<file path="src/rtl/fetch_stage.sv">
// Instruction fetch stage: owns the PC, runs the imem req/ack handshake and
// presents one instruction at a time to decode. Optional: FETCH_MISALIGN_CHECK_EN.

// state   | meaning
// S_IDLE  | reset state, fetch starts next cycle
// S_FETCH | request outstanding at imem_addr
// S_HOLD  | instruction presented to decode
// S_DRAIN | discarding a stale in-flight response
// S_HALT  | absorbing until reset
module fetch_stage #(
  parameter logic [31:0] BOOT_ADDR = 32'h0000_1000
) (
  input  logic        clk,
  input  logic        reset,
  output logic        imem_req,
  output logic [31:0] imem_addr,
  input  logic        imem_ack,
  input  logic [31:0] imem_rdata,
  output logic        instr_valid,
  output logic [31:0] instruction,
  output logic [31:0] instr_pc,
  input  logic        decode_ready,
  input  logic        redirect,
  input  logic [31:0] redirect_pc,
  input  logic        halt,
  output logic        halted,
  output logic        fetch_fault
);

  localparam logic [31:0] NOP = 32'h0000_0013;

  typedef enum logic [2:0] {
    S_IDLE,
    S_FETCH,
    S_HOLD,
    S_DRAIN,
    S_HALT
  } state_t;

  state_t      state, state_d;
  logic [31:0] pc, pc_d;
  logic [31:0] addr_q;
  logic        valid_d;
  logic        capture;
  logic        halt_pending, halt_pending_d;
  logic        halting;
  logic        redir_taken;
  logic        misalign;
  logic        stop;
  logic        redir_load;
  logic [31:0] redir_target;

  // a pending halt also blocks redirects so fetch never restarts once stopping
  assign halting     = halt || halt_pending;
  assign redir_taken = redirect && !halting && (state != S_HALT);

`ifdef FETCH_MISALIGN_CHECK_EN
  assign misalign     = redir_taken && (redirect_pc[1:0] != 2'b00);
  assign redir_target = redirect_pc;
`else
  assign misalign     = 1'b0;
  assign redir_target = redirect_pc & 32'hFFFF_FFFC;
`endif

  assign stop       = halting || misalign;
  assign redir_load = redir_taken && !misalign;

  always_comb begin
    state_d        = state;
    pc_d           = pc;
    valid_d        = instr_valid;
    capture        = 1'b0;
    halt_pending_d = halt_pending;
    case (state)
      S_IDLE: begin
        valid_d = 1'b0;
        if (stop) begin
          state_d = S_HALT;
        end else begin
          state_d = S_FETCH;
          if (redir_load) pc_d = redir_target;
        end
      end
      S_FETCH: begin
        if (stop) begin
          valid_d = 1'b0;
          if (imem_ack) begin
            state_d = S_HALT;
          end else begin
            state_d        = S_DRAIN;
            halt_pending_d = 1'b1;
          end
        end else if (redir_load) begin
          valid_d = 1'b0;
          pc_d    = redir_target;
          state_d = imem_ack ? S_FETCH : S_DRAIN;
        end else if (imem_ack) begin
          capture = 1'b1;
          pc_d    = pc + 32'd4;
          valid_d = 1'b1;
          state_d = S_HOLD;
        end
      end
      S_HOLD: begin
        if (stop) begin
          valid_d = 1'b0;
          state_d = S_HALT;
        end else if (redir_load) begin
          valid_d = 1'b0;
          pc_d    = redir_target;
          state_d = S_FETCH;
        end else if (decode_ready) begin
          valid_d = 1'b0;
          state_d = S_FETCH;
        end
      end
      S_DRAIN: begin
        valid_d = 1'b0;
        if (stop) begin
          halt_pending_d = 1'b1;
          if (imem_ack) state_d = S_HALT;
        end else begin
          if (redir_load) pc_d = redir_target;
          if (imem_ack) state_d = S_FETCH;
        end
      end
      S_HALT: begin
        valid_d = 1'b0;
      end
      default: begin
        state_d = S_IDLE;
        valid_d = 1'b0;
      end
    endcase
  end

  always_ff @(posedge clk or posedge reset) begin
    if (reset) begin
      state        <= S_IDLE;
      pc           <= BOOT_ADDR;
      addr_q       <= BOOT_ADDR;
      instr_valid  <= 1'b0;
      instruction  <= NOP;
      instr_pc     <= BOOT_ADDR;
      halt_pending <= 1'b0;
      halted       <= 1'b0;
    end else begin
      state        <= state_d;
      pc           <= pc_d;
      instr_valid  <= valid_d;
      halt_pending <= halt_pending_d;
      halted       <= (state_d == S_HALT);
      // address only moves when a fresh request begins, never mid-request
      if (state_d == S_FETCH) addr_q <= pc_d;
      if (capture) begin
        instruction <= imem_rdata;
        instr_pc    <= pc;
      end
    end
  end

`ifdef FETCH_MISALIGN_CHECK_EN
  always_ff @(posedge clk or posedge reset) begin
    if (reset) fetch_fault <= 1'b0;
    else if (misalign) fetch_fault <= 1'b1;
  end
`else
  assign fetch_fault = 1'b0;
`endif

  assign imem_req  = (state == S_FETCH) || (state == S_DRAIN);
  assign imem_addr = addr_q;

endmodule

</file>
<file path="config.mk">
export PLATFORM = sky130hd
export DESIGN_NAME = fetch_stage
export DESIGN_NICKNAME = d
export VERILOG_FILES = /design/src/rtl/fetch_stage.sv
export SDC_FILE = /design/constraint.sdc
export NUM_CORES = 1
export LEC_CHECK = 0
export ABC_AREA = 1
export CAP_MARGIN = 5
export CORE_ASPECT_RATIO = 2
export CORE_MARGIN = 5
export CORE_UTILIZATION = 50
export DETAILED_ROUTE_END_ITERATION = 10
export PLACE_DENSITY = 0.82
export SYNTH_ARGS = -nofsm -noshare
export SYNTH_HDL_FRONTEND = slang
export SYNTH_SLANG_ARGS = --single-unit
export TNS_END_PERCENT = 1
</file>
<file path="constraint.sdc">
create_clock -name clk -period 6.4 [get_ports clk]
set_clock_uncertainty 0.15 [all_clocks]
set_input_delay 1.28 -clock clk [delete_from_list [all_inputs] [get_ports clk]]
set_output_delay 1.28 -clock clk [all_outputs]
set_load 0.005 [all_outputs]
</file>
* Word-level counts from Yosys, hierarchy flattened
Cells that the tools add are included.
Storage, ports and cells: latch bits 0, RAM bits 0, memories kept 0, input bits 70, memory bits (read-only) 0, logic and storage cells 65, register bits after elaboration 134
Operators by class: eq/ne operators 12, div/mod/pow operators 0, order comparisons 0, multiplexer cells 34, reduce and logical (&&, ||, !) cells 10, shift operators 0, $add $sub $neg 1, bitwise logic cells 0, multipliers 0
Operator list (count):
- $mux W32 | 5
- $pmux W32 S2 | 1
- $mux W3 | 11
- $add A32 B3 Y32 const B | 1
- $pmux W3 S5 | 1
- $mux W1 | 13
- $ne A4 B4 Y1 const B | 2
- $eq A3 B1 Y1 const B | 2
- $eq A3 B2 Y1 const B | 2
- $eq A3 B3 Y1 const B | 2
- $ne A2 B2 Y1 const B | 3
- $pmux W1 S2 | 2
- $reduce_and A4 Y1 | 1
- $logic_not A3 Y1 | 1
- $ne A3 B3 Y1 const B | 1
- $reduce_or A3 Y1 | 1
- $logic_and A1 B1 Y1 | 2
- $logic_or A1 B1 Y1 | 2
- $mux W2 | 1
- $reduce_and A2 Y1 | 1
- $reduce_bool A2 Y1 | 1
- $logic_not A1 Y1 | 1

* Depth between registers and ports, before layout
Gate-level depths: netlist (run 1).
depth in word-level cells 8, depth in mapped cells 13, depth with buffers taken out 13

* Worst setup path before layout (run 1)
Ideal clock, no wire load.
path type in2reg, from input port halt, to register addr_q[28] (netlist: imem_addr[28]), setup slack 3.806 ns, cell stages on the path 10, library setup time 0.117 ns, buffers on the path 2, arrival time 2.327 ns, cell sequence nor2_1 buf_2 nor2_1 inv_1 buf_2 o21ai_0 a21oi_1 nand2_1 nand3_1 nand2_1
Between the ends: longest elaborated chain between the ends 8
RTL lines:
- start, declared | line 25 | input logic halt,
- $logic_or A1 B1 Y1 (*) | line 54 | assign halting = halt || halt_pending;
- $logic_not A1 Y1 | line 55 | assign redir_taken = redirect && !halting && (state != S_HALT);
- $logic_and A1 B1 Y1 (2 in a row) | line 55
- $mux W3 (on tied branches) | line 108, 93
- $mux W3 (on tied branches) | line 105, 85
- $pmux W3 S5 | line 74 | case (state)
- $eq A3 B1 Y1 | line 154 | if (state_d == S_FETCH) addr_q <= pc_d;
- end signal, assigned | line 154
- end, declared | line 42 | logic [31:0] addr_q;
Every way passes the cells marked *; elsewhere a longest branch is shown, timed or not. A chain may end at the register's enable or synchronous reset.

* Worst setup path in the final report (run 1)
from input port halt, to register addr_q[27] (netlist: imem_addr[27])
Same word-level chain as after synthesis.

==> results of run 1 <==
==> cell usage in the layout, fill, tap and decap left out, drive strengths merged <==
master	synthesis	layout
nand4	14	14
a32oi	1	1
a21oi	23	23
clkdlybuf4s50	0	166
nand2	263	263
or2	2	2
dfrtp	128	128
o21ai	72	72
clkinvlp	0	4
nand3	57	57
nor2	100	100
xor2	1	1
buf	26	4
clkbuf	10	19
diode	0	2
inv	74	78
a22oi	3	3
conb	1	1
ha	1	1
o211ai	10	10
o31ai	1	1
nand3b	4	4
nor3	4	4
mux2	37	37
dfstp	6	6
a31oi	4	4
clkinv	2	5
bufinv	0	2
==> synth_stat cells, types with 6 or more instances <==
master	number	area, sq um
nand2_1	256	961
dfrtp_1	128	3200
nor2_1	87	327
inv_1	69	259
o21ai_0	69	345
nand3_1	55	275
mux2_4	35	526
a21oi_1	20	100
nand4_1	14	87.6
buf_2	12	60.1
o211ai_1	10	75.1
buf_4	7	52.6
clkbuf_1	7	26.3
nor2_2	7	43.8
buf_6	6	67.6
dfstp_2	6	158
==> layout make-up <==
| class | count | area [sq um] | area share |
|---|---|---|---|
| diodes | 2 | 5.00 | 0.000537 |
| clock buffers | 19 | 443 | 0.0475 |
| clock inverters | 13 | 148 | 0.0158 |
| inverters | 76 | 289 | 0.0310 |
| multi-input cells | 598 | 3140 | 0.337 |
| flip-flops and latches | 134 | 3360 | 0.361 |
| well taps | 189 | 236 | 0.0254 |
| repair buffers | 170 | 1690 | 0.182 |
==> power groups by stage <==
stage          combinational, W  clock [W]  sequential [W]
2_1_floorplan         0.0000467          0        0.000883
5_1_grt                0.000140    0.00103        0.000870
3_3_place_gp           0.000127          0        0.000883
6_report               0.000128   0.000977        0.000868
4_1_cts                0.000130   0.000991        0.000868
3_5_place_dp           0.000129          0        0.000884
==> registers in the layout, summed over array words and instances, names as in the netlist <==
signal / count
imem_addr: 32
instr_pc: 32
instruction: 32
pc: 32
state: 3
instr_valid: 1
halted: 1
halt_pending: 1
==> worst max path at each step <==
| stage | slack (ns) | cells past startpoint | endpoint | startpoint |
|---|---|---|---|---|
| 4_1_cts | 2.48 | 12 | imem_addr[27] | halt |
| 5_1_grt | 2.28 | 12 | imem_addr[27] | halt |
| 3_3_place_gp | 2.14 | 12 | imem_addr[27] | halt |
| 2_1_floorplan | 1.40 | 1 | halt_pending | reset |
| 3_5_place_dp | 2.07 | 12 | imem_addr[27] | halt |
| 6_report | 2.51 | 12 | imem_addr[27] | halt |
==> layer usage <==
metal  GRT usage  routed length [um]  part of all wire
met4       0.125                 794             0.039
met3      0.0458                1130             0.056
met5           0                   0                 0
met1       0.292                7560              0.37
met2       0.439               10700              0.53
==> kinds of logic after synthesis <==
kind of cell / after synthesis
adder cells (fa/ha/maj): 1
other: 1
XOR/XNOR: 1
buffers and inverters: 112
AO/OA/AOI/OAI: 114
multiplexers: 37
flip-flops: 134
AND/OR/NAND/NOR: 444
==> worst reg2reg max path: stages, from the launching register on <==
cell	delay (ns)
dfrtp_1	0.38
inv_1	0.09
nand2_2	0.24
nor2_4	0.30
nand2_4	0.28
nand3_2	0.19
o21ai_2	0.08
nor2_4	0.14
nand2_4	0.23
inv_2	0.53
nand3_1	0.21
nand2_1	0.10
==> metrics by stage <==
| stage | setup WS, ns | total power (W) | utilization |
|---|---|---|---|
| final | 2.51 | 0.00197 | 0.674 |
| after detailed placement | 2.07 | 0.00101 | 0.631 |
| after floorplan | 1.40 | 0.000930 | - |
| after global routing | 2.28 | 0.00204 | 0.674 |
| after CTS | 2.48 | 0.00199 | 0.674 |
| after global placement | 2.14 | 0.00101 | 0.631 |
==> results.sh, run 1 <==
export IMPL_status="completed"
export IMPL_drc=0
export IMPL_synth_top_family_by_area="simple AND/OR/NAND/NOR gates"
export IMPL_antenna_left=0
export IMPL_fmax_mhz=257
export IMPL_fp_row_count=61
export IMPL_hpwl_um=14800
export IMPL_path_buf_inv=3
export IMPL_coreArea_sq_um=13800
export IMPL_die_area_sq_um=16600
export IMPL_peakVddDrop_v=0.000157
export IMPL_postCtsSetupRepairBufs=0
export IMPL_max_stage_delay_ns=0.51
export IMPL_hold_path_cell_count=2
export IMPL_die_h_um=177
export IMPL_dpl_cell_area_sq_um=8720
export IMPL_finalInstanceArea_sq_um=9320
export IMPL_cts_resized_gates=0
export IMPL_grt_pass1_vias=6374
export IMPL_track_usage=0.252
export IMPL_clock_latency_ns=0.41
export IMPL_intPower_w=0.00152
export IMPL_critPathCaptureType="register"
export IMPL_finalSetupViolCount=0
export IMPL_synth_adder_area_share=0.00179
export IMPL_ys_warn_count=0
export IMPL_required_ns=6.60
export IMPL_synthCells=844
export IMPL_hold_start="imem_addr[5]"
export IMPL_grt_pass1_wl_um=32600
export IMPL_syn_to_final_growth_pct=32.9
export IMPL_setup_tns_final_ns=0
export IMPL_wl_per_cell_um=16.8
export IMPL_clock_sinks=134
export IMPL_initialDrtViolationCount=429
export IMPL_root_buffer="clkbuf_16"
export IMPL_whs_endpoint="imem_addr[5]"
export IMPL_initial_utilization=0.507
export IMPL_synth_xor_area_frac=0.00125
export IMPL_drive_above_1_share=0.114
export IMPL_via_per_inst=5.27
export IMPL_path_clk_slew_ns=0.06
export IMPL_place_congestion=0.967
export IMPL_syn_area_sq_um=7010
export IMPL_maxCapViolCount=0
export IMPL_cts_hold_buf=0
export IMPL_h_tree_depth=4
export IMPL_synth_seq_cells=134
export IMPL_fin_nets=1068
export IMPL_synth_compound_area_frac=0.0905
export IMPL_timing_rr_start="halt_pending"
export IMPL_crit_family="simple AND/OR/NAND/NOR gates"
export IMPL_synth_net_count=915
export IMPL_wl_um=20200
export IMPL_worst_slew_pin_slew_ns=1.11
export IMPL_n_fill_cell=1124
export IMPL_num_vias=6329
export IMPL_die_w_um=93.7
export IMPL_power_density_nw_per_um2=212
export IMPL_final_max_slew_violation_count=0
export IMPL_cts_buffers=17
export IMPL_hold_viol=0
export IMPL_rsz0062_at_grt="no"
export IMPL_firstDrtPassIters=5
export IMPL_pwr_share_comb=0.065
export IMPL_synthArstFlopShare=1.00
export IMPL_dp_cells=1167
export IMPL_ys_seq_area_frac=0.480
export IMPL_yosys_area_share_simple=0.275
export IMPL_path_class="primary input to register"
export IMPL_synth_area_per_cell_sq_um=8.30
export IMPL_io_buffers=166
export IMPL_hold_slack_ns=0.328
export IMPL_grt_overflow=0
export IMPL_netSwitchingFraction=0.229
export IMPL_synth_edf_count=0
export IMPL_path_cells="clkdlybuf4s50_1 > inv_1 > nand2_2 > nor2_4 > nand2_4 > nand3_2 > o21ai_2 > nor2_4 > nand2_4 > inv_2 > nand3_1 > nand2_1"
export IMPL_crit_arrival_ns=4.09
export IMPL_rr_endpoint="imem_addr[27]"
export IMPL_crit_path_start_kind="primary input"
export IMPL_reg2reg_depth=11
export IMPL_grt_max_degree=91
export IMPL_synth_area_mux_share=0.0782
export IMPL_instances_no_fill=1201
export IMPL_crit_path_top_delay_cell="inv_2"
export IMPL_cts_tree="yes"
export IMPL_io_pins=170
export IMPL_post_route_period_util=0.608
export IMPL_worstPathMaxFanout=36
export IMPL_hp_class="register to register"
export IMPL_antenna_found_initial=2
export IMPL_pwr_share_seq=0.440
export IMPL_pwr_share_clk=0.495
export IMPL_relSlewSlack=0.259
export IMPL_clock_path_buffers=2
export IMPL_switching_power_w=0.000452
export IMPL_ys_types=42
export IMPL_ys_flop_type="dfrtp_1"
export IMPL_layout_min_cycle_time_ns=3.89
export IMPL_p_leak_nw=4.45
export IMPL_ff2ff_setup_slack_ns=3.43
No activity file was read; power rests on OpenSTA's default activity.
==> inputs of run 2 (changes only) <==
Settings changed: CORE_UTILIZATION 50 to 45, PLACE_DENSITY 0.82 to 0.78.
Clock period 6.4 ns to 3.55 ns, I/O delays scaled along.
==> results.sh, run 2 (same netlist as run 1, synthesis figures left out) <==
export IMPL_status="completed"
export IMPL_initial_utilization=0.458
export IMPL_fin_nets=1080
export IMPL_postCtsSetupRepairBufs=0
export IMPL_die_w_um=98.2
export IMPL_track_usage=0.227
export IMPL_crit_path_top_delay_cell="dfrtp_1"
export IMPL_coreArea_sq_um=15300
export IMPL_dpl_worst_slack_ns=0.501
export IMPL_crit_arrival_ns=2.18
export IMPL_layout_common_cells="nand2_1, clkdlybuf4s50_1, dfrtp_1"
export IMPL_dpl_cell_area_sq_um=8860
export IMPL_layout_min_cycle_time_ns=3.04
export IMPL_cts_buffers=17
export IMPL_cts_hold_buf=0
export IMPL_setup_tns_final_ns=0
export IMPL_wl_um=20600
export IMPL_grt_pass1_wl_um=33200
export IMPL_die_h_um=186
export IMPL_fin_ws_ns=0.506
export IMPL_syn_to_final_growth_pct=35.6
export IMPL_die_area_sq_um=18300
export IMPL_layout_commonest_cell="nand2_1"
export IMPL_cts_resized_gates=0
export IMPL_cts_tree="yes"
export IMPL_io_pins=170
export IMPL_crit_path_start_kind="register"
export IMPL_firstDrtPassIters=5
export IMPL_antenna_found_initial=0
export IMPL_io_buffers=166
export IMPL_drive_above_1_share=0.124
export IMPL_reg2reg_depth=9
export IMPL_fmax_mhz=329
export IMPL_p_leak_nw=4.54
export IMPL_clock_latency_ns=0.42
export IMPL_via_per_inst=5.16
export IMPL_utilization=0.621
export IMPL_path_class="register to output port"
export IMPL_hold_path_cell_count=2
export IMPL_wl_per_cell_um=16.9
export IMPL_num_vias=6296
export IMPL_grt_pass1_vias=6504
export IMPL_peakVddDrop_v=0.000255
export IMPL_drc=0
export IMPL_n_fill_cell=1319
export IMPL_final_max_slew_violation_count=0
export IMPL_required_ns=2.69
export IMPL_h_tree_depth=4
export IMPL_fp_row_count=64
export IMPL_power_density_nw_per_um2=390
export IMPL_initialDrtViolationCount=330
export IMPL_path_cells="clkinv_2 > nand3_1 > nand2_1 > clkdlybuf4s50_1"
export IMPL_relSlewSlack=0.455
export IMPL_place_congestion=0.923
export IMPL_worstPathMaxFanout=19
export IMPL_worst_slew_pin_slew_ns=0.817
export IMPL_grt_overflow=0
export IMPL_finalInstanceArea_sq_um=9500
export IMPL_power_w=0.00371
export IMPL_finalSetupViolCount=0
export IMPL_max_stage_delay_ns=0.58
export IMPL_clock_path_buffers=2
export IMPL_num_antenna_cells=0
export IMPL_clock_sinks=134
export IMPL_antenna_left=0
export IMPL_hpwl_um=15200
export IMPL_path_clk_slew_ns=0.06
export IMPL_root_buffer="clkbuf_16"
export IMPL_rsz0062_at_grt="no"
export IMPL_maxCapViolCount=0
export IMPL_post_route_period_util=0.857
export IMPL_hold_viol=0
export IMPL_critPathCaptureType="output port"
export IMPL_grt_max_degree=135
export IMPL_hp_class="register to register"
run 2: changes by cell type in the layout (fill, tap and decap cells not counted), sizes merged:
cell | previous run | this run
buf | 4 | 16
clkinv | 5 | 4
bufinv | 2 | 4
inv | 78 | 74
diode | 2 | 0
clkinvlp | 4 | 5
clkbuf | 19 | 21
run 2: critical path, delay by kind of cell (launching register included):
kind | cells | cell delay (ns)
and+or+nand+nor | 2 | 0.33
buffers and inverters | 2 | 0.85
DFF | 1 | 0.58
run 2: final timing paths:
check,start,to,slack [ns]
min,imem_addr[12],imem_addr[12],0.33
max,state[2],imem_req,0.51
max in group asynchronous,reset,imem_addr[11],1.93
max reg2reg,state[2],imem_addr[5],0.81
min reg2reg,imem_addr[12],imem_addr[12],0.33
min in group asynchronous,reset,instruction[25],0.62
run 2: area by class of cell:
type                            count  area, sq um  area share
Inverter                           76          290      0.0305
Timing Repair Buffer              182         1820       0.191
Clock buffer                       21          470      0.0495
Multi-Input combinational cell    598         3140       0.331
Clock inverter                     11          173      0.0182
Sequential cell                   134         3360       0.354
Tap cell                          198          248      0.0261
run 2: where the power goes:
group,internal [W],switching [W]
Combinational,0.000134,0.000103
Sequential,0.00155,0.0000138
Clock,0.00123,0.000674
run 2: per-stage QoR:
stage / instances / hold slack, ns
4_1_cts: 1220 / 0.331
2_1_floorplan: 844 / 0.300
3_5_place_dp: 1188 / 0.314
6_report: 1220 / 0.330
3_3_place_gp: 1188 / 0.308
5_1_grt: 1220 / 0.347
run 2: layer usage:
metal | up-vias | wire [um] | track usage
met3 | 50 | 998 | 0.0415
met1 | 2970 | 7810 | 0.254
met4 | 0 | 923 | 0.117
met2 | 216 | 10800 | 0.406
met5 | - | 0 | 0
li1 | 3060 | - | -
==> inputs of run 3 (changes only) <==
Settings changed: CORE_UTILIZATION 45 to 35, PLACE_DENSITY 0.78 to 0.63.
==> results.sh, run 3 (same netlist as run 1, synthesis figures left out) <==
export IMPL_crit_path_start_kind="register"
export IMPL_pwr_share_clk=0.530
export IMPL_place_congestion=0.929
export IMPL_path_clk_slew_ns=0.06
export IMPL_crit_end="imem_req"
export IMPL_post_route_period_util=0.869
export IMPL_dp_cells=1256
export IMPL_wl_met3_um=897
export IMPL_layout_common_cells="nand2_1, clkdlybuf4s50_1, dfrtp_1"
export IMPL_path_cells="clkinv_2 > nand3_1 > nand2_1 > clkdlybuf4s50_1"
export IMPL_wl_per_cell_um=17.2
export IMPL_antenna_left=0
export IMPL_num_vias=6240
export IMPL_firstDrtPassIters=5
export IMPL_layout_min_cycle_time_ns=3.08
export IMPL_die_area_sq_um=23100
export IMPL_setup_tns_final_ns=0
export IMPL_cts_buffers=17
export IMPL_hold_viol=0
export IMPL_cts_hold_buf=0
export IMPL_intPower_w=0.00302
export IMPL_h_tree_depth=4
export IMPL_initial_utilization=0.354
export IMPL_power_density_nw_per_um2=397
export IMPL_hold_path_cell_count=2
export IMPL_layout_commonest_cell="nand2_1"
export IMPL_postCtsSetupRepairBufs=0
export IMPL_cts_resized_gates=0
export IMPL_netSwitchingFraction=0.212
export IMPL_peakVddDrop_v=0.000296
export IMPL_fp_row_count=73
export IMPL_drive_above_1_share=0.127
export IMPL_relSlewSlack=0.588
export IMPL_reg2reg_depth=9
export IMPL_track_usage=0.196
export IMPL_initialDrtViolationCount=341
export IMPL_antenna_found_initial=0
export IMPL_grt_max_degree=75
export IMPL_rsz0062_at_grt="no"
export IMPL_ff2ff_setup_slack_ns=0.75
export IMPL_crit_path_top_delay_cell="dfrtp_1"
export IMPL_timing_rr_start="state[2]"
export IMPL_cts_tree="yes"
export IMPL_io_buffers=166
export IMPL_pwr_share_seq=0.408
export IMPL_wl_met1_um=8190
export IMPL_hpwl_um=16700
export IMPL_fmax_mhz=324
export IMPL_required_ns=2.69
export IMPL_rr_endpoint="imem_addr[2]"
export IMPL_io_pins=170
export IMPL_die_h_um=210
export IMPL_grt_pass1_vias=6318
export IMPL_top_layer="met4"
export IMPL_grt_pass1_wl_um=34200
export IMPL_fin_nets=1084
export IMPL_pwr_share_comb=0.062
export IMPL_switching_power_w=0.000813
export IMPL_via_per_inst=4.84
export IMPL_p_leak_nw=4.58
export IMPL_finalSetupViolCount=0
export IMPL_coreArea_sq_um=19800
export IMPL_wl_um=22100
export IMPL_maxCapViolCount=0
export IMPL_worst_slew_pin_slew_ns=0.614
export IMPL_clock_latency_ns=0.43
export IMPL_worstPathMaxFanout=19
export IMPL_die_w_um=110
export IMPL_hp_class="register to register"
export IMPL_root_buffer="clkbuf_16"
export IMPL_clock_sinks=134
export IMPL_final_max_slew_violation_count=0
export IMPL_status="completed"
export IMPL_path_class="register to output port"
export IMPL_n_fill_cell=1965
export IMPL_cp_startpoint="state[2]"
export IMPL_instances_no_fill=1289
export IMPL_clock_path_buffers=2
export IMPL_critPathCaptureType="output port"
export IMPL_max_stage_delay_ns=0.58
export IMPL_grt_overflow=0
export IMPL_drc=0
export IMPL_syn_to_final_growth_pct=37.8
export IMPL_crit_arrival_ns=2.22
export IMPL_wl_met2_um=12200
[run 3: power by group through the flow]
stage / registers, W / clock network, W / logic (W)
floorplan: 0.00159 / 0 / 0.0000845
global placement: 0.00159 / 0 / 0.000241
detailed placement: 0.00159 / 0 / 0.000243
CTS: 0.00157 / 0.00208 / 0.000244
global route: 0.00157 / 0.00213 / 0.000262
finish: 0.00157 / 0.00203 / 0.000239
[run 3: worst min-delay path by stage]
stage,from,to
2_1_floorplan,pc[0],pc[0]
3_3_place_gp,instr_valid,instr_valid
3_5_place_dp,imem_addr[3],imem_addr[3]
4_1_cts,imem_addr[12],imem_addr[12]
5_1_grt,imem_addr[12],imem_addr[12]
6_report,imem_addr[12],imem_addr[12]
[run 3: layer usage]
| layer | vias to the layer above | GRT usage |
|---|---|---|
| met3 | 43 | 0.0313 |
| met4 | 0 | 0.0947 |
| met1 | 2948 | 0.213 |
| met2 | 192 | 0.357 |
| met5 | - | 0 |
| li1 | 3057 | - |
[run 3: final cells by class]
type | instances | area, sq um | share of cell area
timing repair buffer | 186 | 1860 | 0.193
clock buffer | 20 | 447 | 0.0462
clock inverter | 12 | 225 | 0.0233
multi-input combinational | 598 | 3140 | 0.325
antenna | 1 | 2.50 | 0.000259
inverter | 76 | 290 | 0.0301
sequential | 134 | 3360 | 0.348
tap | 262 | 328 | 0.0339
[run 3: stage by stage]
| step | area [sq um] | hold slack, ns | total power (W) | setup WS [ns] | util |
|---|---|---|---|---|---|
| after floorplan | 7010 | 0.300 | 0.00168 | 1.03 | - |
| after CTS | 9660 | 0.325 | 0.00389 | 0.463 | 0.487 |
| after detailed placement | 8980 | 0.314 | 0.00184 | 0.567 | 0.453 |
| after global routing | 9660 | 0.331 | 0.00396 | 0.340 | 0.487 |
| after global placement | 8980 | 0.308 | 0.00183 | 0.588 | 0.453 |
| final | 9660 | 0.323 | 0.00384 | 0.467 | 0.487 |
[run 3: worst max-delay path, delay by kind of cell, from the launching register on]
family / cells / cell delay (ns)
buffers and inverters: 2 / 0.87
DFF: 1 / 0.58
and+or+nand+nor: 2 / 0.34
